[config.mk]
export PLATFORM = sky130hd
export DESIGN_NAME = cross_product_arbiter_flat
export DESIGN_NICKNAME = d
export VERILOG_FILES = /design/src/rtl/cross_product_arbiter_if.sv /design/src/rtl/cross_product_arbiter.sv /design/src/flat_wrapper.sv
export SDC_FILE = /design/constraint.sdc
export NUM_CORES = 1
export LEC_CHECK = 0
export BUFFER_PORTS_ARGS = -buffer_cell sky130_fd_sc_hd__buf_2
export CAP_MARGIN = 40
export CORE_ASPECT_RATIO = 0.7
export CORE_UTILIZATION = 30
export CTS_CLUSTER_SIZE = 14
export DETAILED_ROUTE_END_ITERATION = 12
export MAX_ROUTING_LAYER = met4
export PLACE_DENSITY = 0.49
export SETUP_SLACK_MARGIN = 0.4
export SLEW_MARGIN = 20
export SYNTH_ARGS = -nofsm -noshare
export SYNTH_HDL_FRONTEND = slang
export SYNTH_SLANG_ARGS = --single-unit
export TNS_END_PERCENT = 30
[constraint.sdc]
create_clock -name clk -period 15.1 [get_ports clk]
set_clock_uncertainty 0.15 [all_clocks]
set_input_delay 1.51 -clock clk [delete_from_list [all_inputs] [get_ports clk]]
set_output_delay 1.51 -clock clk [all_outputs]
set_load 0.01 [all_outputs]
[src/rtl/cross_product_arbiter_if.sv]
// Requester-side bundle for the shared cross-product unit: per-requester
// operands and request/lock on one side, grant and tagged result on the other.
interface cross_product_arbiter_if #(
  parameter int NUM_REQ = 4,
  parameter int COORD_W = 10
);
  logic [NUM_REQ-1:0]           req;
  logic [NUM_REQ-1:0]           lock;
  logic [NUM_REQ*2*COORD_W-1:0] req_ref;
  logic [NUM_REQ*2*COORD_W-1:0] req_p1;
  logic [NUM_REQ*2*COORD_W-1:0] req_p2;
  logic [NUM_REQ-1:0]           gnt;
  logic [NUM_REQ-1:0]           rsp_valid;
  logic signed [2*COORD_W+2:0]  rsp_value;
  logic                         rsp_pos;
  logic                         rsp_zero;
  logic                         busy;

  modport master (
    output req, lock, req_ref, req_p1, req_p2,
    input  gnt, rsp_valid, rsp_value, rsp_pos, rsp_zero, busy
  );

  modport slave (
    input  req, lock, req_ref, req_p1, req_p2,
    output gnt, rsp_valid, rsp_value, rsp_pos, rsp_zero, busy
  );
endinterface

[src/rtl/cross_product_arbiter.sv]
// Round-robin arbiter sharing one 3-stage signed cross-product pipeline among
// NUM_REQ requesters; each result returns one-hot tagged to its issuer.
module cross_product_arbiter #(
  parameter int NUM_REQ = 4,
  parameter int COORD_W = 10
) (
  input  logic                   clk,
  input  logic                   reset,
  cross_product_arbiter_if.slave bus
);
  localparam int PW = $clog2(NUM_REQ);
  localparam int SW = 2 * COORD_W;
  localparam int DW = COORD_W + 1;
  localparam int MW = 2 * COORD_W + 2;
  localparam int RW = 2 * COORD_W + 3;

  function automatic logic signed [DW-1:0] coord_diff(
    input logic [COORD_W-1:0] p,
    input logic [COORD_W-1:0] r
  );
    return $signed({1'b0, p}) - $signed({1'b0, r});
  endfunction

  function automatic logic signed [MW-1:0] mul_ext(
    input logic signed [DW-1:0] u,
    input logic signed [DW-1:0] v
  );
    logic signed [MW-1:0] ue;
    logic signed [MW-1:0] ve;
    ue = MW'(u);
    ve = MW'(v);
    return ue * ve;
  endfunction

  function automatic logic signed [RW-1:0] sub_ext(
    input logic signed [MW-1:0] u,
    input logic signed [MW-1:0] v
  );
    logic signed [RW-1:0] ue;
    logic signed [RW-1:0] ve;
    ue = RW'(u);
    ve = RW'(v);
    return ue - ve;
  endfunction

  logic [PW-1:0]             rr_ptr;
  logic [PW-1:0]             gnt_idx;
  logic [PW:0]               scan;
  logic                      gnt_any;
  logic [NUM_REQ-1:0]        gnt;
  logic [SW-1:0]             ref_sel;
  logic [SW-1:0]             p1_sel;
  logic [SW-1:0]             p2_sel;

  logic                      vld_p0;
  logic [NUM_REQ-1:0]        tag_p0;
  logic signed [DW-1:0]      dx1_p0;
  logic signed [DW-1:0]      dy1_p0;
  logic signed [DW-1:0]      dx2_p0;
  logic signed [DW-1:0]      dy2_p0;

  logic                      vld_p1;
  logic [NUM_REQ-1:0]        tag_p1;
  logic signed [MW-1:0]      a_p1;
  logic signed [MW-1:0]      b_p1;
  logic signed [RW-1:0]      diff;

  logic [NUM_REQ-1:0]        rsp_valid_p2;
  logic signed [RW-1:0]      rsp_value_p2;
  logic                      rsp_pos_p2;
  logic                      rsp_zero_p2;

  // Priority scan from rr_ptr, wrapping modulo NUM_REQ; no grant while in reset.
  always_comb begin
    gnt     = '0;
    gnt_idx = '0;
    gnt_any = 1'b0;
    scan    = '0;
    for (int off = 0; off < NUM_REQ; off++) begin
      scan = {1'b0, rr_ptr} + (PW+1)'(off);
      if (scan >= (PW+1)'(NUM_REQ)) scan = scan - (PW+1)'(NUM_REQ);
      if (reset && !gnt_any && bus.req[scan[PW-1:0]]) begin
        gnt_any                = 1'b1;
        gnt_idx                = scan[PW-1:0];
        gnt[scan[PW-1:0]]      = 1'b1;
      end
    end
  end

  always_comb begin
    ref_sel = '0;
    p1_sel  = '0;
    p2_sel  = '0;
    for (int i = 0; i < NUM_REQ; i++) begin
      if (gnt[i]) begin
        ref_sel = bus.req_ref[i*SW +: SW];
        p1_sel  = bus.req_p1[i*SW +: SW];
        p2_sel  = bus.req_p2[i*SW +: SW];
      end
    end
  end

  assign diff = sub_ext(a_p1, b_p1);

  // Control state: pointer, stage valids and the registered response.
  always_ff @(posedge clk) begin
    if (!reset) begin
      rr_ptr       <= '0;
      vld_p0       <= 1'b0;
      vld_p1       <= 1'b0;
      rsp_valid_p2 <= '0;
      rsp_value_p2 <= '0;
      rsp_pos_p2   <= 1'b0;
      rsp_zero_p2  <= 1'b0;
    end else begin
      vld_p0       <= gnt_any;
      vld_p1       <= vld_p0;
      rsp_valid_p2 <= vld_p1 ? tag_p1 : '0;
      if (gnt_any && !bus.lock[gnt_idx])
        rr_ptr <= (gnt_idx == PW'(NUM_REQ - 1)) ? '0 : gnt_idx + 1'b1;
      if (vld_p1) begin
        rsp_value_p2 <= diff;
        rsp_pos_p2   <= !diff[RW-1] && (diff != '0);
        rsp_zero_p2  <= (diff == '0);
      end
    end
  end

  // Stage 1: operand differences captured at the accepting edge.
  always_ff @(posedge clk) begin
    tag_p0 <= gnt;
    dx1_p0 <= coord_diff(p1_sel[SW-1:COORD_W], ref_sel[SW-1:COORD_W]);
    dy1_p0 <= coord_diff(p1_sel[COORD_W-1:0],  ref_sel[COORD_W-1:0]);
    dx2_p0 <= coord_diff(p2_sel[SW-1:COORD_W], ref_sel[SW-1:COORD_W]);
    dy2_p0 <= coord_diff(p2_sel[COORD_W-1:0],  ref_sel[COORD_W-1:0]);
  end

  // Stage 2: the two partial products.
  always_ff @(posedge clk) begin
    tag_p1 <= tag_p0;
    a_p1   <= mul_ext(dx1_p0, dy2_p0);
    b_p1   <= mul_ext(dx2_p0, dy1_p0);
  end

  assign bus.gnt       = gnt;
  assign bus.rsp_valid = rsp_valid_p2;
  assign bus.rsp_value = rsp_value_p2;
  assign bus.rsp_pos   = rsp_pos_p2;
  assign bus.rsp_zero  = rsp_zero_p2;
  assign bus.busy      = vld_p0 | vld_p1 | (|rsp_valid_p2);
endmodule

[src/flat_wrapper.sv]
// flat-port wrapper written by rule: the top's interface ports become plain ports
module cross_product_arbiter_flat 
#(
  parameter int NUM_REQ = 4,
  parameter int COORD_W = 10
)
  (clk, reset, bus_req, bus_lock, bus_req_ref, bus_req_p1, bus_req_p2, bus_gnt, bus_rsp_valid, bus_rsp_value, bus_rsp_pos, bus_rsp_zero, bus_busy);
  cross_product_arbiter_if #(.NUM_REQ(NUM_REQ), .COORD_W(COORD_W)) bus_i ();
  input  logic clk;
  input  logic reset;
  input wire logic [$bits(bus_i.req)-1:0] bus_req;
  input wire logic [$bits(bus_i.lock)-1:0] bus_lock;
  input wire logic [$bits(bus_i.req_ref)-1:0] bus_req_ref;
  input wire logic [$bits(bus_i.req_p1)-1:0] bus_req_p1;
  input wire logic [$bits(bus_i.req_p2)-1:0] bus_req_p2;
  output wire logic [$bits(bus_i.gnt)-1:0] bus_gnt;
  output wire logic [$bits(bus_i.rsp_valid)-1:0] bus_rsp_valid;
  output wire logic [$bits(bus_i.rsp_value)-1:0] bus_rsp_value;
  output wire logic [$bits(bus_i.rsp_pos)-1:0] bus_rsp_pos;
  output wire logic [$bits(bus_i.rsp_zero)-1:0] bus_rsp_zero;
  output wire logic [$bits(bus_i.busy)-1:0] bus_busy;
  assign bus_i.req = bus_req;
  assign bus_i.lock = bus_lock;
  assign bus_i.req_ref = bus_req_ref;
  assign bus_i.req_p1 = bus_req_p1;
  assign bus_i.req_p2 = bus_req_p2;
  assign bus_gnt = bus_i.gnt;
  assign bus_rsp_valid = bus_i.rsp_valid;
  assign bus_rsp_value = bus_i.rsp_value;
  assign bus_rsp_pos = bus_i.rsp_pos;
  assign bus_rsp_zero = bus_i.rsp_zero;
  assign bus_busy = bus_i.busy;
  cross_product_arbiter #(.NUM_REQ(NUM_REQ), .COORD_W(COORD_W)) u_core (.clk(clk), .reset(reset), .bus(bus_i));
endmodule
### Word-level counts from Yosys, hierarchy flattened

Cells that the tools add are included.

* flip-flop bits (word level): 129
* bits of input ports: 250
* output and inout port bits: 34

* add/sub/neg operators: 13
* multipliers: 2
* magnitude comparators: 13
* equality and inequality tests: 1
* muxes and demuxes: 47
* bitwise gates (word level): 5
* reductions and logical operators: 22

Operator list (number)
* $mux 20: 12
* $mul 11x11->22: 2
* $sub 10x10->11: 4
* $logic_not 23->1: 1
* $reduce_bool 23->1: 1
* $sub 22x22->23: 1
* $mux 2: 9
* $mux 4: 4
* $lt 2x3->1 const B: 5
* $logic_and 1x1->1: 13
* $mux 1: 13
* $or 4x4->4: 3
* $bmux 1 s2: 5
* $ge 3x3->1 const B: 3
* $demux 1 s2: 4
* $ge 2x1->1 const B: 4
* $sub 2x1->2 const B: 4
* $add 2x2->3 const B: 2
* $logic_not 1->1: 5
* $reduce_or 4->1: 1
* $add 2x1->3 const B: 1
* $ge 2x3->1 const B: 1
* $add 2x1->2 const B: 1
* $eq 2x2->1 const B: 1
* other kinds (2): 3

### Depth between registers and ports, before layout

* depth after elaboration: 23
* mapped depth: 23
* gate-level depth less buffers: 22

### Worst setup path before layout

OpenSTA, ideal clock, no wires.

* path kind: in2reg
* start point: input bus_req[3]
* end point: register u_core.dy1_p0[10]
* setup time: 70 ps
* arrival time: 5592 ps
* required time: 14880 ps
* path slack: 9288 ps
* stages on the path: 19
* buffers on the path: 5
* cell sequence: mux4_2 buf_6 or3_4 a21oi_2 a21oi_2 inv_2 buf_4 clkbuf_1 clkbuf_1 buf_1 a21oi_1 ha_1 or2_2 a21oi_1 nor2b_1 o21a_1 or2_2 a31o_2 a21oi_1

* elaborated cells between the ends (all ways): 37

RTL lines
* start: declaration: line flat_wrapper.sv:11 `input wire logic [$bits(bus_i.req)-1:0] bus_req;`
* $bmux 1 s2: line cross_product_arbiter.sv:82 `if (reset && !gnt_any && bus.req[scan[PW-1:0]]) begin`
* $mux 1 (implied by the code): line cross_product_arbiter.sv:82
* $logic_and 1x1->1: line cross_product_arbiter.sv:82
* $mux 1: line cross_product_arbiter.sv:82
* $logic_not 1->1: line cross_product_arbiter.sv:82
* $logic_and 1x1->1 (2 in series): line cross_product_arbiter.sv:82
* $mux 1: line cross_product_arbiter.sv:82
* $logic_not 1->1: line cross_product_arbiter.sv:82
* $logic_and 1x1->1 (2 in series): line cross_product_arbiter.sv:82
* $mux 1: line cross_product_arbiter.sv:82
* $logic_not 1->1: line cross_product_arbiter.sv:82
* $logic_and 1x1->1 (2 in series): line cross_product_arbiter.sv:82
* $mux 4 (*): line cross_product_arbiter.sv:82
* via bus_gnt[3]: line flat_wrapper.sv:16 `output wire logic [$bits(bus_i.gnt)-1:0] bus_gnt;`
* $mux 20: line cross_product_arbiter.sv:95 `if (gnt[i]) begin`
* $sub 10x10->11 (*): line cross_product_arbiter.sv:21 `return $signed({1'b0, p}) - $signed({1'b0, r});`
* end signal: assignment: line cross_product_arbiter.sv:133 `dy1_p0 <= coord_diff(p1_sel[COORD_W-1:0], ref_sel[COORD_W-1:0]);`
* end: declaration: line cross_product_arbiter.sv:58 `logic signed [DW-1:0] dy1_p0;`

The timed path passes the listed nets; every way through them passes the cells marked *. The select of a mux whose other input is x is not followed.
A chain may end at the register's enable or synchronous reset.

### Worst setup path after layout

* start point: register u_core.dy1_p0[3]
* end point: register u_core.b_p1[20]

* word-level cells in the longest chain between the ends: 1

Ends and longest elaborated chain
* $mul 11x11->22: line cross_product_arbiter.sv:32 `return ue * ve;`
* end signal: assignment: line cross_product_arbiter.sv:142 `b_p1 <= mul_ext(dx2_p0, dy1_p0);`
* end: declaration: line cross_product_arbiter.sv:65 `logic signed [MW-1:0] b_p1;`

No other way between the ends.

==> results.py <==
metrics = {
    "sta": {
        "slew_viol_final": 0,
        "rsz0062_at_grt": "no",
        "post-route-period-util_pct": 42.38,
        "tightestPinTransition_ns": 0.7380,
        "tns_ns": 0,
        "setup_violations": 0,
        "max_slew_margin_pct": 50.80,
        "max_freq_mhz": 156.3,
        "min_period_ns": 6.399,
        "final_hold_viol_count": 0,
    },
    "clocking": {
        "h-tree-depth": 4,
        "clk_latency_ns": 0.44,
        "cts.sinks": 129,
        "cts_hold_buf": 0,
        "tritoncts": "yes",
        "cts.clk_slew.worst_paths_ns": 0.07,
        "cts_max_path_buffers": 2,
        "post_cts_buffers": 0,
        "cts_root_buffer": "clkbuf_16",
        "cts_resized": 0,
        "cts_buffers": 17,
    },
    "detailed_routing": {
        "wl_met2_microns": 25240,
        "via_per_inst": 4.806,
        "first_pass_iters": 5,
        "drtIter0Drc": 807,
        "antenna_left": 0,
        "wl_met3_microns": 2876,
        "vias": 14640,
        "drt-wirelength-per-cell_microns": 18.94,
        "top_layer_used": "met4",
        "drc": 0,
        "wl_met1_microns": 28250,
        "wl_microns": 57680,
    },
    "yosys": {
        "yosysWarningCount": 0,
        "synth_area_leaders": "fa_1 27%, dfxtp_1 15%, ha_1 11%",
        "post-synth-top-area-cell": "fa_1",
        "synthAdderAreaFrac_pct": 38.73,
        "yosysUniqueCellTypes": 83,
        "syn_avg_cell_area_sq_um": 8.509,
        "synth_xor_area_share_pct": 4.245,
        "synth_edf_count": 0,
        "ys_ff_latch": 129,
        "synth_top_family_by_area": "adder cells",
        "postSynth.asyncResetShare_pct": 0,
        "syn_inst": 2061,
        "yosys.area_share.simple_pct": 16.37,
        "ys.flop_type": "dfxtp_1",
        "synth_mux_area_share_pct": 1.912,
        "syn_area_sq_um": 17540,
        "synth-compound-area-share_pct": 13.46,
        "syn-num-nets": 2707,
        "seq_area_frac_synth_pct": 14.73,
        "synth_top_area_share_pct": 27.28,
    },
    "placed_design": {
        "dp_hpwl_microns": 49020,
        "portBuffers": 283,
        "place.gp.congestion": 0.9419,
        "dpl.cell_count": 3008,
    },
    "worst_setup_path": {
        "crit_buf_inv": 3,
        "cp.arrival_ns": 6.56,
        "timing.critical_path.slowest_stage_cell": "dfxtp_1",
        "r2r_cells": 21,
        "cpPeakStageDelay_ns": 0.73,
        "worst-path-max-fanout": 11,
        "path_cells": "nand2_1 -> fa_1 -> inv_1 -> ha_1 -> inv_1 -> fa_1 -> fa_1 -> fa_1 -> inv_1 -> ha_1 -> nor2b_1 -> o21ai_0 -> a21boi_0 -> o21ai_0 -> a21boi_0 -> o21ai_0 -> a21boi_0 -> o21ai_0 -> a21oi_1 -> or4b_2 -> o311ai_0",
        "critPathCaptureType": "flip-flop",
        "crit_type": "reg -> reg",
        "cp.depth": 21,
        "crit_path_start_kind": "flip-flop",
        "worstPathRequired_ns": 15.26,
        "cp_top_family": "adder cells",
    },
    "floorplanning": {
        "start_util_pct": 30.62,
        "die_y_microns": 204.3,
        "dieArea_sq_um": 59440,
        "io_pins": 284,
        "core_area_sq_um": 57270,
        "rows": 73,
        "dieWidth_microns": 291.0,
    },
    "job": {
        "drv_cap": 0,
    },
    "grt": {
        "globalRouteTotalUtil_pct": 20.19,
        "grt_pass1_vias": 14670,
        "grt_overflow_total": 0,
        "antenna_found_initial": 6,
        "grt_max_degree": 87,
        "grt_pass1_wl_microns": 88240,
    },
    "final_layout": {
        "instances_no_fill": 3046,
        "post_route_cells_drive_above_1_share_pct": 15.98,
        "area_growth_pct": 15.45,
        "n_fill_cell": 5951,
        "nets": 2923,
    },
    "worst_hold_path": {
        "whs_path_depth": 0,
        "hp-class": "reg -> reg",
    },
    "outcome": {
        "status": "finished, final reports clean",
    },
}
cell usage after synthesis (12+ instances only):
cell type / instances
nor3_1: 46
a211oi_1: 12
o21a_1: 13
nor2_1: 158
nand2b_1: 17
a21o_1: 25
mux2i_1: 20
o21ai_0: 35
a21oi_1: 70
ha_1: 157
and2_1: 107
clkbuf_1: 76
a221oi_1: 55
nand3_1: 16
nand2_1: 204
fa_1: 239
nor2b_1: 13
dfxtp_1: 129
xor2_1: 20
o31ai_1: 34
xnor2_1: 65
inv_1: 386
metrics by stage:
step           setup slack [ns]  utilization, %  hold slack [ns]  instance area (sq um)
6_report                  8.701           35.35           0.1717                  20250
5_1_grt                   8.254           35.34           0.1882                  20240
4_1_cts                   8.799           35.33           0.1710                  20230
3_5_place_dp              8.536           34.26           0.1621                  19620
3_3_place_gp              8.481           34.12           0.1616                  19540
2_1_floorplan             9.288               -           0.1596                  17540
worst register-to-register path: cells and delay by family, from the launching register on:
family                     cells  cell delay [ns]
adders and majority gates      6             2.44
AOI/OAI and AO/OA              9             1.84
and+or+nand+nor                3             0.98
DFF                            1             0.73
buffers and inverters          3             0.14
cells by family (layout without fill, tap and decap cells):
group                      after synthesis  after routing
and+or+nand+nor                        609            609
buffers and inverters                  483            712
adders and majority gates              400            400
AOI/OAI and AO/OA                      327            327
DFF                                    129            129
xor gates and xnor gates                85             85
muxes                                   28             28
other                                    0              6
layout make-up:
cell class | instances | area [sq um] | share of cell area (%)
diodes | 6 | 15.01 | 0.07416
clock inverters | 13 | 160.2 | 0.7911
clock buffers | 19 | 452.9 | 2.237
repair buffers | 290 | 1521 | 7.515
multi-input cells | 1449 | 13110 | 64.73
flip-flops and latches | 129 | 2584 | 12.76
inverters | 390 | 1469 | 7.255
well taps | 750 | 938.4 | 4.635
path summary, 6_finish.rpt:
kind	start	endpoint	slack [ns]
hold reg to reg	u_core.tag_p0[1]	u_core.tag_p1[1]	0.17
setup reg to reg	u_core.dy1_p0[3]	u_core.b_p1[20]	8.70
setup / recovery	u_core.dy1_p0[3]	u_core.b_p1[20]	8.70
hold / removal	u_core.tag_p0[1]	u_core.tag_p1[1]	0.17
flip-flops by register name, indices dropped and copies added (netlist names), named ones only:
name / cells
u_core.vld_p0: 1
u_core.bus.rsp_value: 23
u_core.bus.rsp_pos: 1
u_core.bus.rsp_valid: 4
u_core.dy2_p0: 11
u_core.tag_p0: 4
u_core.a_p1: 22
u_core.dx2_p0: 11
u_core.bus.rsp_zero: 1
u_core.dx1_p0: 11
u_core.vld_p1: 1
u_core.dy1_p0: 11
u_core.b_p1: 22
u_core.rr_ptr: 1
u_core.tag_p1: 4
placed cells by master (no fill, tap or decap), types with 5 or more instances in the layout:
master | Yosys | final
o31ai_1 | 34 | 34
nor2b_1 | 13 | 13
and2_1 | 107 | 106
o21ai_1 | 7 | 7
xor2_1 | 20 | 20
a211oi_1 | 12 | 12
o21ai_0 | 35 | 35
nand2b_1 | 17 | 17
inv_1 | 386 | 386
a221oi_1 | 55 | 55
buf_2 | 1 | 283
a21oi_1 | 70 | 70
xnor2_1 | 65 | 65
nand3b_1 | 6 | 6
nand3_1 | 16 | 16
or4_1 | 5 | 5
nor2_1 | 158 | 158
o21bai_1 | 5 | 5
o21a_1 | 13 | 13
nor3_1 | 46 | 46
a31oi_1 | 9 | 9
ha_1 | 157 | 157
a21boi_0 | 7 | 7
a21o_1 | 25 | 25
and3_1 | 8 | 8
diode_2 | 0 | 6
mux2i_1 | 20 | 20
nand2_1 | 204 | 204
clkbuf_16 | 0 | 17
dfxtp_1 | 129 | 128
nand4_1 | 5 | 5
fa_1 | 239 | 239
routing by layer:
layer / vias up / global-route usage, %
li1: 7067 / -
met3: 42 / 2.816
met1: 7050 / 27.75
met5: - / -
met4: 0 / 5.329
met2: 480 / 31.06
Power is not shown: default switching activity piles up to over one toggle a cycle in this logic, so the estimate is an artifact.
